`config.mk`:
```
export PLATFORM = sky130hd
export DESIGN_NAME = pupil_track_ctrl_flat
export DESIGN_NICKNAME = d
export VERILOG_FILES = /design/src/rtl/pupil_track_ctrl_if.sv /design/src/rtl/pupil_track_ctrl.sv /design/src/flat_wrapper.sv
export SDC_FILE = /design/constraint.sdc
export NUM_CORES = 1
export LEC_CHECK = 0
export CELL_PAD_IN_SITES_DETAIL_PLACEMENT = 1
export CELL_PAD_IN_SITES_GLOBAL_PLACEMENT = 1
export CORE_ASPECT_RATIO = 0.7
export CORE_UTILIZATION = 30
export DETAILED_ROUTE_END_ITERATION = 8
export GPL_ROUTABILITY_DRIVEN = 1
export GPL_TIMING_DRIVEN = 0
export PLACE_DENSITY_LB_ADDON = 0.1
export SLEW_MARGIN = 20
export SYNTH_ARGS = -nofsm -noshare
export SYNTH_HDL_FRONTEND = slang
export SYNTH_SLANG_ARGS = --single-unit
```
`constraint.sdc`:
```
create_clock -name clk -period 3.5 [get_ports clk]
set_clock_uncertainty 0.2 [all_clocks]
set_input_delay 0.35 -clock clk [delete_from_list [all_inputs] [get_ports clk]]
set_output_delay 0.35 -clock clk [all_outputs]
set_load 0.01 [all_outputs]
```
`src/rtl/pupil_track_ctrl_if.sv`:
```
// Frame-rate handshake between the detector pair and the pupil tracking controller.
// Box format: {flag, ymax[9:0], xmax[10:0], ymin[9:0], xmin[10:0]}.
interface pupil_track_ctrl_if;
  logic        per_frame_vsync;
  logic [42:0] eye_pos_in;
  logic [42:0] pupil_pos_in;
  logic [42:0] win_pos_out;
  logic [1:0]  track_state;
  logic [10:0] center_x;
  logic [9:0]  center_y;
  logic        center_valid;
  logic [2:0]  lost_cnt;

  modport master (
    output per_frame_vsync, eye_pos_in, pupil_pos_in,
    input  win_pos_out, track_state, center_x, center_y, center_valid, lost_cnt
  );
  modport slave (
    input  per_frame_vsync, eye_pos_in, pupil_pos_in,
    output win_pos_out, track_state, center_x, center_y, center_valid, lost_cnt
  );
endinterface

```
`src/rtl/pupil_track_ctrl.sv`:
```
// Acquire/track/coast controller: picks next frame's search window and pupil centre at frame end.
// Optional PUPIL_TRACK_SMOOTH_EN averages the window on consecutive TRACK hits.
module pupil_track_ctrl #(
  parameter int IMG_HDISP = 1280,
  parameter int IMG_VDISP = 720,
  parameter int LOCK_CNT  = 3,
  parameter int LOST_MAX  = 4
)(
  input  logic             clk,
  input  logic             rst_n,
  pupil_track_ctrl_if.slave bus
);
  typedef enum logic [1:0] {IDLE = 2'd0, ACQUIRE = 2'd1, TRACK = 2'd2, COAST = 2'd3} state_t;
  typedef struct packed {
    logic        flag;
    logic [9:0]  ymax;
    logic [10:0] xmax;
    logic [9:0]  ymin;
    logic [10:0] xmin;
  } box_t;

  localparam logic [10:0] XMIN_LO = 11'd20;
  localparam logic [9:0]  YMIN_LO = 10'd32;
  localparam logic [10:0] XMAX_HI = 11'(IMG_HDISP - 21);
  localparam logic [9:0]  YMAX_HI = 10'(IMG_VDISP - 21);
  localparam logic [2:0]  LOCK_N  = 3'(LOCK_CNT);
  localparam logic [2:0]  LOST_N  = 3'(LOST_MAX);

  // Keeps the downstream +20/-32 window expansion from wrapping.
  function automatic box_t clamp_box(input box_t b);
    box_t c;
    c = b;
    if (b.xmin < XMIN_LO) c.xmin = XMIN_LO;
    if (b.ymin < YMIN_LO) c.ymin = YMIN_LO;
    if (b.xmax > XMAX_HI) c.xmax = XMAX_HI;
    if (b.ymax > YMAX_HI) c.ymax = YMAX_HI;
    return c;
  endfunction

`ifdef PUPIL_TRACK_SMOOTH_EN
  function automatic box_t avg_box(input box_t o, input box_t n);
    box_t a;
    a.flag = n.flag;
    a.xmin = 11'(({1'b0, o.xmin} + {1'b0, n.xmin}) >> 1);
    a.xmax = 11'(({1'b0, o.xmax} + {1'b0, n.xmax}) >> 1);
    a.ymin = 10'(({1'b0, o.ymin} + {1'b0, n.ymin}) >> 1);
    a.ymax = 10'(({1'b0, o.ymax} + {1'b0, n.ymax}) >> 1);
    return a;
  endfunction
`endif

  state_t      state;
  box_t        win_q, eye, pupil, eye_win, pupil_win;
  logic        vsync_r, smp, hit, valid;
  logic [2:0]  hit_cnt, lost;
  logic [10:0] cx, cx_next;
  logic [9:0]  cy, cy_next;

  assign eye   = bus.eye_pos_in;
  assign pupil = bus.pupil_pos_in;
  assign hit   = pupil.flag && (pupil.xmax >= pupil.xmin) && (pupil.ymax >= pupil.ymin);
  assign eye_win = clamp_box(eye);

  always_comb begin
    pupil_win = clamp_box(pupil);
`ifdef PUPIL_TRACK_SMOOTH_EN
    if (state == TRACK) pupil_win = clamp_box(avg_box(win_q, pupil));
`endif
  end

  assign cx_next = 11'(({1'b0, pupil_win.xmin} + {1'b0, pupil_win.xmax}) >> 1);
  assign cy_next = 10'(({1'b0, pupil_win.ymin} + {1'b0, pupil_win.ymax}) >> 1);

  // smp is the registered frame-end pulse; every update waits for it so the window is frozen mid-frame.
  always_ff @(posedge clk or negedge rst_n) begin
    if (!rst_n) begin
      vsync_r <= 1'b0;
      smp     <= 1'b0;
      state   <= IDLE;
      hit_cnt <= '0;
      lost    <= '0;
      win_q   <= '0;
      cx      <= '0;
      cy      <= '0;
      valid   <= 1'b0;
    end else begin
      vsync_r <= bus.per_frame_vsync;
      smp     <= vsync_r & ~bus.per_frame_vsync;
      if (smp) begin
        case (state)
          IDLE: begin
            state   <= ACQUIRE;
            hit_cnt <= '0;
            win_q   <= eye_win;
          end
          ACQUIRE: begin
            if (hit) begin
              hit_cnt <= hit_cnt + 3'd1;
              if (hit_cnt + 3'd1 == LOCK_N) begin
                state <= TRACK;
                win_q <= pupil_win;
                cx    <= cx_next;
                cy    <= cy_next;
                valid <= 1'b1;
              end else begin
                win_q <= eye_win;
              end
            end else begin
              hit_cnt <= '0;
              win_q   <= eye_win;
            end
          end
          TRACK: begin
            if (hit) begin
              win_q <= pupil_win;
              cx    <= cx_next;
              cy    <= cy_next;
              lost  <= '0;
            end else begin
              state <= COAST;
              lost  <= 3'd1;
            end
          end
          COAST: begin
            if (hit) begin
              state <= TRACK;
              lost  <= '0;
              win_q <= pupil_win;
              cx    <= cx_next;
              cy    <= cy_next;
            end else if (lost == LOST_N) begin
              state   <= ACQUIRE;
              lost    <= '0;
              hit_cnt <= '0;
              valid   <= 1'b0;
              win_q   <= eye_win;
            end else begin
              lost <= lost + 3'd1;
            end
          end
        endcase
      end
    end
  end

  assign bus.win_pos_out  = win_q;
  assign bus.track_state  = state;
  assign bus.center_x     = cx;
  assign bus.center_y     = cy;
  assign bus.center_valid = valid;
  assign bus.lost_cnt     = lost;
endmodule

```
`src/flat_wrapper.sv`:
```
// flat-port wrapper written by rule: the top's interface ports become plain ports
module pupil_track_ctrl_flat 
#(
  parameter int IMG_HDISP = 1280,
  parameter int IMG_VDISP = 720,
  parameter int LOCK_CNT  = 3,
  parameter int LOST_MAX  = 4
)
  (clk, rst_n, bus_per_frame_vsync, bus_eye_pos_in, bus_pupil_pos_in, bus_win_pos_out, bus_track_state, bus_center_x, bus_center_y, bus_center_valid, bus_lost_cnt);
  pupil_track_ctrl_if bus_i ();
  input  logic clk;
  input  logic rst_n;
  input wire logic [$bits(bus_i.per_frame_vsync)-1:0] bus_per_frame_vsync;
  input wire logic [$bits(bus_i.eye_pos_in)-1:0] bus_eye_pos_in;
  input wire logic [$bits(bus_i.pupil_pos_in)-1:0] bus_pupil_pos_in;
  output wire logic [$bits(bus_i.win_pos_out)-1:0] bus_win_pos_out;
  output wire logic [$bits(bus_i.track_state)-1:0] bus_track_state;
  output wire logic [$bits(bus_i.center_x)-1:0] bus_center_x;
  output wire logic [$bits(bus_i.center_y)-1:0] bus_center_y;
  output wire logic [$bits(bus_i.center_valid)-1:0] bus_center_valid;
  output wire logic [$bits(bus_i.lost_cnt)-1:0] bus_lost_cnt;
  assign bus_i.per_frame_vsync = bus_per_frame_vsync;
  assign bus_i.eye_pos_in = bus_eye_pos_in;
  assign bus_i.pupil_pos_in = bus_pupil_pos_in;
  assign bus_win_pos_out = bus_i.win_pos_out;
  assign bus_track_state = bus_i.track_state;
  assign bus_center_x = bus_i.center_x;
  assign bus_center_y = bus_i.center_y;
  assign bus_center_valid = bus_i.center_valid;
  assign bus_lost_cnt = bus_i.lost_cnt;
  pupil_track_ctrl #(.IMG_HDISP(IMG_HDISP), .IMG_VDISP(IMG_VDISP), .LOCK_CNT(LOCK_CNT), .LOST_MAX(LOST_MAX)) u_core (.clk(clk), .rst_n(rst_n), .bus(bus_i));
endmodule
```
==> out/summary.md, run 1 <==
159 I/O pins were placed. Wires add up to 22.28 mm. The hold violation total from the final report is 0, and the ratio of final minimum period to clock period is 0.9778. Class of the tightest hold or removal check: input port to flop. After filler insertion, the fill cell instance count of the layout stands at 2094. The proportion of total power due to net switching was 0.2981.

The starting density of the core came out at 0.3073. For this run, the leading register cell type out of synthesis is dfrtp_1. The via total after detailed routing is 5625.

Compared with the post-synthesis result, the final layout area differs by 44.18%. The critical path's slowest cell was clkdlybuf4s50_1. Traced cell by cell, the critical path runs through clkdlybuf4s50_1 > nand4_1 > a21oi_1 > o21a_2 > nor2b_1 > ha_1 > nor2b_1 > o21ai_1 > a21boi_1 > o21ai_0 > nand2_1 > xor2_1 > mux2_4. Power density over the cells: 395.0 nW/um^2. The most critical setup path has its endpoint at u_core.bus.center_y[5]. By instance count, the leading cell after synthesis is dfrtp_1. The average wire per cell in the routed design works out to 21.36 um.

The critical path starts at bus_pupil_pos_in[34]. Counting instances in the post-synthesis netlist gives the leading cell types as dfrtp_1 (75), inv_1 (70), a21oi_1 (58). Counting flops and latches in the post-synthesis netlist gives 75. The share of post-route cells with drive strength above 1 was 0.1203. The tightest slew margin relative to the limit was 0.4290. The tools report the row count as 41. The number of logic stages on the critical path including buffering was 13; the post-synthesis cell count was 623. In this run the power spent charging and discharging nets is 0.9448 mW.

The worst register-to-register path has a depth of 9. The number of distinct standard cells referenced by the synthesized netlist came out at 71. Detailed-route DRC error count: 0. Excluding fillers, the count of instances in the completed layout stands at 1043. Detailed placement finished with a half-perimeter wire length of 17.48 mm. The critical path in this run is classified as input port to flop. The number of global-route vias before repair is 5687, and the biggest cell delay along the critical path is 560 ps. The cell type contributing the most total cell area after synthesis is dfrtp_1. STA puts the critical path data required time at 3540 ps. The run gives 0 as the count of pins over their slew limit. For this run, the top clock speed supported by timing is 0.2922 GHz. The share of total power in combinational logic is 0.300, and the pin count of the biggest net entering global routing is 41. The flow ran to the end, and the final reports show no timing, DRC or antenna violations. The worst-case IR drop observed on VDD is 326.4 uV. The completed layout was analyzed and its total power is 3.169 mW. TritonCTS built the clock tree. The worst setup path is captured at a flop. Registers take 1877 sq um.

The fraction of synthesis flops using an asynchronous set or reset pin is 1.000. The source-to-sink clock delay at the later pin of the worst-skew pair is 350 ps, and the total CTS buffers is 9. In this run the register-to-register setup slack is 640 ps. The cell with the most instances on the worst path was nor2b_1. The share of synthesized area occupied by flip-flops and latches is 0.3372, and the count of port buffers added during placement is 158.

The tools report the cell total after placement as 1018. The detail-routed via count per cell works out to 5.393. The clock slew at the register clock pins of the worst setup and hold paths works out to 60 ps. In this run the critical register-to-register path is captured at u_core.bus.center_x[7].

The startpoint identified for the worst register-to-register timing path is u_core.hit_cnt[0]. The multi-input combinational cells in the finished layout cover a total of 3381 sq um. The number of maximum-capacitance violations is 0. Critical path data arrival time: 3460 ps. Among cell families on the critical path, the largest total delay comes from compound AO/OA/AOI/OAI gates.

Total global-route track usage: 0.2418. Summed over all layers, the global routing overflow is 0. The number of buffers and inverters on the critical path came out at 1. The Yosys step of the flow raised 0 warnings. Of all nets on the critical path, the largest fanout is 8. In this run the static leakage power is 3.420 nW. The share of Yosys cell area claimed by the top area cell type is 0.3372, and the transition time at the pin with the least slew margin is 854.8 ps.

The CTS sink count is 75. The tree is rooted in a clkbuf_16. The detail route stage leaves a number of antenna-violating nets equal to 0. Setup violations remaining at the end of the flow were counted as 0.

Synthesis produced a netlist with a net count of 758. Number of H-tree branching levels: 3. The floorplan step defined a die boundary enclosing 19110 sq um. In this run the vertical extent of the chip is 116.0 um. The run gives 443 as the starting DRC count in detailed routing. The tools report the sequential cell fraction of total power as 0.328.

In this run the standard cell core region covers 18110 sq um. The run gives 33.95 mm as the global-route wire length before repair. Sorting the synthesized cells by area gives the leading types as dfrtp_1 (34%), ha_1 (9.9%), a21oi_1 (5.2%). The logs give 0.372 for the share of power burned in the clock network and 0.8857 for the final estimated routing congestion in global placement. The synthesized design contains 0 enable-type register cells.

The post-synthesis average cell area is 8.933 sq um. The longest clock path from root to sink contains 2 buffers. The first detailed-routing pass took 5 iterations. Subtracting the final worst setup slack from the clock period gives 3422 ps. The floorplan die width works out to 164.8 um. The netlist area before placement is 5565 sq um, and the final hold slack is 243.2 ps. The post-layout net count was 937; the internal power contribution was 2.224 mW. The initial antenna violation count is 1. The kind of start point of the critical path is an input port.
-- worst min-delay path by stage --
| stage | start | end | slack [ps] | cells past startpoint |
|---|---|---|---|---|
| after detailed placement | rst_n | u_core.bus.center_x[1] | 180 | 1 |
| final | bus_pupil_pos_in[8] | u_core.bus.win_pos_out[8] | 240 | 3 |
| after global routing | bus_pupil_pos_in[8] | u_core.bus.win_pos_out[8] | 270 | 3 |
| after floorplan | rst_n | u_core.bus.center_valid | -150 | 0 |
| after CTS | bus_per_frame_vsync | u_core.vsync_r | 290 | 1 |
| after global placement | u_core.vsync_r | u_core.smp | 260 | 1 |
-- logic make-up after synthesis --
logic type               synth area share
AO/OA/AOI/OAI                      0.2736
XOR/XNOR                          0.02046
adder cells (fa/ha/maj)            0.1061
buffers and inverters             0.07711
flip-flops                         0.3372
multiplexers                      0.04586
AND/OR/NAND/NOR                    0.1396
-- cell usage in the layout (no fill, tap or decap), types with 5 or more instances in the layout --
cell type        synthesis  routed
a31oi_1                 20      19
dfrtp_1                 75      75
clkbuf_1                26      24
nor2b_1                 12      11
xnor2_1                 11      11
or3_1                    6       6
nand3_1                 26      26
a21boi_0                 8       6
nor3_1                  12      12
nand2_1                 30      30
o21ai_1                  3       6
nand4_1                  5       5
a221oi_1                11      11
inv_1                   70      70
buf_4                    1      10
clkbuf_16                0       9
or2_2                    8       8
nor2_1                  27      27
o221ai_1                 6       6
mux2_4                  12      12
a21oi_1                 58      54
buf_2                    6       6
ha_1                    44      44
o21ai_0                 47      42
clkdlybuf4s50_1          0     154
-- tightest hold or removal path, cell delays in order --
cell	delay [ps]
dlymetal6s2s_1	200
nand3_1	110
a31oi_1	80
-- state kept, by name, summed over array words and instances (netlist names) --
| register | flops |
|---|---|
| u_core.bus.center_x | 11 |
| u_core.bus.track_state | 2 |
| u_core.hit_cnt | 3 |
| u_core.bus.center_y | 10 |
| u_core.vsync_r | 1 |
| u_core.bus.lost_cnt | 3 |
| u_core.bus.center_valid | 1 |
| u_core.smp | 1 |
| u_core.bus.win_pos_out | 43 |
-- stage by stage --
stage | setup TNS, ps | utilization | setup WS [ps] | area [sq um]
2_1_floorplan | 0 | - | 443.7 | 5565
3_3_place_gp | -96010 | 0.4110 | -1328 | 7442
3_5_place_dp | -13520 | 0.4119 | -1464 | 7460
4_1_cts | -43.72 | 0.4363 | -43.72 | 7901
5_1_grt | -12.77 | 0.4430 | -7.199 | 8021
6_report | 0 | 0.4431 | 77.78 | 8024
-- area by class of cell --
| class | count | share of cell area |
|---|---|---|
| Sequential cell | 75 | 0.2339 |
| Timing Repair Buffer | 168 | 0.2085 |
| Multi-Input combinational cell | 441 | 0.4213 |
| Clock buffer | 10 | 0.02978 |
| Tap cell | 236 | 0.03680 |
| Buffer | 36 | 0.02058 |
| Inverter | 71 | 0.03321 |
| Clock inverter | 5 | 0.01559 |
| Antenna cell | 1 | 0.0003119 |
-- what timing repair did --
item                       4_1_cts  5_1_grt
hold endpoints to repair        39        0
pin swaps                        2        7
setup endpoints to repair       12       32
hold buffers                     1        0
resized for setup               16       21
buffers inserted                 1        7
-- power groups by stage --
stage	Clock [mW]	Combinational (mW)	Sequential [mW]
global placement	0	0.891	1.05
global route	1.23	1.04	1.05
CTS	1.20	0.935	1.04
floorplan	0	0.402	1.08
finish	1.18	0.951	1.04
detailed placement	0	0.916	1.05
-- metal layers --
layer	GRT usage	vias up	part of all wire
met5	0	-	0.00049
met4	0.04771	2	0.0084
met3	0.04259	14	0.064
met2	0.3406	196	0.40
met1	0.3785	2780	0.53
li1	-	2633	-
Note: power is estimated with default switching activity, not from simulation.
==> inputs of run 2 (changes only) <==
- CTS_BUF_LIST: unset -> sky130_fd_sc_hd__clkbuf_8 sky130_fd_sc_hd__clkbuf_16
- clock period: 3.5 -> 3.87 ns (I/O delays scaled with it)
==> run 2 against run 1 <==
Clock-buffer cell count unchanged. Global-route usage decreased by 0.077 points. Setup slack improved by 120 ps. Total power decreased by 9.9%. Final area decreased by 1.2%. Final cell count decreased by 0.48%. Non-clock buffer count decreased by 5. Die area unchanged. Sequential cell count unchanged. Worst hold slack improved by 50 ps. Sequential share of layout area increased by 0.28 points. First-iteration DRC count decreased by 13%. Critical path type unchanged. Critical endpoint is now u_core.bus.center_x[9].
==> out/summary.md, run 2 (synthesis gave the netlist of run 1 again) <==
For the final design area excluding fillers, the log shows 7928 sq um (-1.2%). Walking the worst path, the cells encountered are clkdlybuf4s50_1 > a21oi_2 > nor2_1 > o31ai_4 > and2_1 > ha_1 > nor2b_1 > o21ai_0 > a21boi_0 > o21ai_2 > a21oi_1 > o311ai_1 > mux2_4. In the layout the commonest cells are clkdlybuf4s50_1 (157), dfrtp_1 (75), inv_1 (70), a21oi_1 (57), o21ai_0 (45).

The starting DRC count in detailed routing came out at 386 (-13%). Number of global-route vias before repair: 5660 (-0.47%). The number of H-tree branching levels was 3 (unchanged); the layout overhead on the synthesized area was 42.45%. The library cell used most frequently in the layout, excluding fill and tap cells, is clkdlybuf4s50_1.

The overall overflow remaining after global route is 0 (unchanged), and the final setup violation count is 0 (unchanged). The number of flip-flops in the largest register was 43 (unchanged); the post-layout net count was 932 (-0.53%). The die outline area was 19110 sq um (unchanged).

The critical path data arrival time is 3760 ps (+300 ps), and the detailed-route DRC error count is 0 (unchanged). The detail-routed via count per cell came out at 5.431 (+0.70%). Setup repair after global routing left no endpoint under its margin. The leakage power came out at 3.358 nW (-1.8%). Critical register-to-register path endpoint: u_core.bus.center_x[7]. For the count of pins over their slew limit, the log shows 0 (unchanged).

The run gives 0.8857 (unchanged) as the final estimated routing congestion in global placement. Global-route wire length before repair: 33.84 mm (-0.33%). On the critical path, the stage with the largest delay is an instance of clkdlybuf4s50_1. The worst-case register-to-register setup slack was 930 ps (+290 ps). The required time at the endpoint of the critical path came out at 3960 ps (+420 ps). The tools report the number of buffers on the longest clock path as 2 (unchanged).

The transition time at the pin with the least slew margin is 840.4 ps (-14.45 ps), and the placed cell area is 7460 sq um (unchanged). The critical path is of the input port to flop type. The share of post-route cells with drive strength above 1 came out at 0.1036 (-0.01673). Total half-perimeter wirelength after legalization and detailed placement: 17.48 mm (unchanged).

The hold-critical path depth was 1 (-2). The kind of start point of the critical path was an input port. The run finished with clean final reports. The initial antenna violation count is 1 (unchanged), and the row count is 41 (unchanged). The tools report the I/O pin count as 159 (unchanged). The tools report the CTS sink count as 75 (unchanged).

Launching point of the worst reg2reg path: u_core.hit_cnt[0]. The tools report the pin count of the biggest net entering global routing as 41 (unchanged). The class of the tightest hold or removal check was flop to flop. For the end-of-flow core utilization, the log shows 0.4378 (-0.005320). The biggest fanout along the worst timing path was 6 (-2). The logs give 7 (+2) for the detailed-router iteration count before antenna repair and 350 ps (about the same) for the source-to-sink clock delay at the later pin of the worst-skew pair.

For the number of routed nets with antenna violations, the log shows 0 (unchanged). The count of port buffers added during placement works out to 158 (unchanged). The root cell of the clock tree was clkbuf_16. The peak ir drop on the vdd network came out at 301.7 uV (-7.6%).

The tools report the startpoint of the lowest-slack hold path as u_core.vsync_r. The tools report the area of the core as 18110 sq um (unchanged). Kind of capture point of the worst setup path: a flop. The run gives 0 (unchanged) as the number of maximum-capacitance violations. The die outline height is 116.0 um (unchanged). For the total global-route track usage, the log shows 0.2410 (-0.0007748). Starting density of the core: 0.3073 (unchanged). The power density over the cells is 360.2 nW/um^2 (-8.8%), and the maximum clock frequency is 0.2726 GHz.

The run gives 0 (unchanged) as the hold violation total from the final report. The ratio of final minimum period to clock period was 0.9479. The post-layout minimum cycle time was 3668 ps. The worst reg2reg path depth was 8 (-1); the total CTS buffers was 9 (unchanged).

The path with the worst hold slack has its endpoint at u_core.smp. The clock slew at the register clock pins of the worst setup and hold paths came out at 60 ps (about the same). The number of inserted filler cells in the final layout is 2094 (unchanged). Floorplan die width: 164.8 um (unchanged). The via total after detailed routing was 5637 (+0.21%); the aggregate routed wire length was 22.22 mm (-0.27%). The biggest cell delay along the critical path works out to 510 ps (-50 ps). TritonCTS built the clock tree. Tightest slew margin relative to the limit: 0.4387 (+0.009650). The average wire per cell in the routed design is 21.40 um (+0.21%).
==> run 2: changes by cell type in the layout (fill, tap and decap cells not counted), sizes merged <==
cell / before / now
buf: 19 / 14
clkdlybuf4s50: 154 / 157
dlygate4sd2: 1 / 0
dlymetal6s2s: 2 / 0
==> run 2: through the flow <==
| step | power [mW] | TNS [ps] | setup slack (ps) | instances | hold slack [ps] |
|---|---|---|---|---|---|
| 6_report | 2.856 | 0 | 201.7 | 1038 | 293.1 |
| 5_1_grt | 2.990 | 0 | 47.11 | 1037 | 327.5 |
| 4_1_cts | 2.869 | 0 | 29.58 | 1034 | 310.1 |
| 3_5_place_dp | 1.781 | -5744 | -1131 | 1018 | 220.1 |
| 3_3_place_gp | 1.756 | -65420 | -995.2 | 1017 | 264.0 |
| 2_1_floorplan | 1.336 | 0 | 776.7 | 623 | -108.6 |
==> run 2: cell type report <==
cell class / count / area, sq um / area share
diodes: 1 / 2.502 / 0.0003157
plain buffers: 36 / 162.7 / 0.02052
clock buffers: 10 / 239.0 / 0.03015
clock inverters: 5 / 125.1 / 0.01578
inverters: 71 / 266.5 / 0.03362
multi-input cells: 441 / 3328 / 0.4198
flip-flops and latches: 75 / 1877 / 0.2367
well taps: 236 / 295.3 / 0.03725
repair buffers: 163 / 1632 / 0.2058
==> run 2: how the worst max path moves through the flow <==
stage                                     from                     end  slack, ps  cells after the start
after floorplan           bus_pupil_pos_in[23]  u_core.bus.center_x[9]        780                     12
after global placement    bus_pupil_pos_in[23]  u_core.bus.center_x[9]      -1000                     13
after detailed placement  bus_pupil_pos_in[23]  u_core.bus.center_x[9]      -1130                     13
after CTS                 bus_pupil_pos_in[23]  u_core.bus.center_x[9]         30                     13
after global routing      bus_pupil_pos_in[23]  u_core.bus.center_x[9]         50                     13
final                     bus_pupil_pos_in[23]  u_core.bus.center_x[9]        200                     13
==> run 2: where the power goes <==
| group | internal [mW] | switching, mW |
|---|---|---|
| Combinational | 0.427 | 0.420 |
| Sequential | 0.870 | 0.0712 |
| Clock | 0.709 | 0.358 |
| Total | 2.01 | 0.850 |
==> run 2: per-layer routing <==
| layer | part of all wire | GRT usage | wire (um) |
|---|---|---|---|
| met3 | 0.059 | 0.04259 | 1312 |
| met1 | 0.53 | 0.3768 | 11710 |
| met5 | 0.00050 | 0 | 11 |
| met4 | 0.0070 | 0.04526 | 155 |
| met2 | 0.41 | 0.3412 | 9027 |
==> run 2: critical path, delay by kind of cell <==
kind,cells,cell delay [ps]
AOI/OAI and AO/OA,7,1900
adders and majority gates,1,280
buffers and inverters,1,510
muxes,1,200
and+or+nand+nor,3,460
==> run 2: repair_timing <==
action | in CTS | in global routing
setup endpoints to repair | 6 | 7
setup buffers | 0 | 3
pin swaps | 0 | 1
hold buffers | 1 | 0
endpoints found under the hold margin | 39 | 0
gates resized for setup | 8 | 8
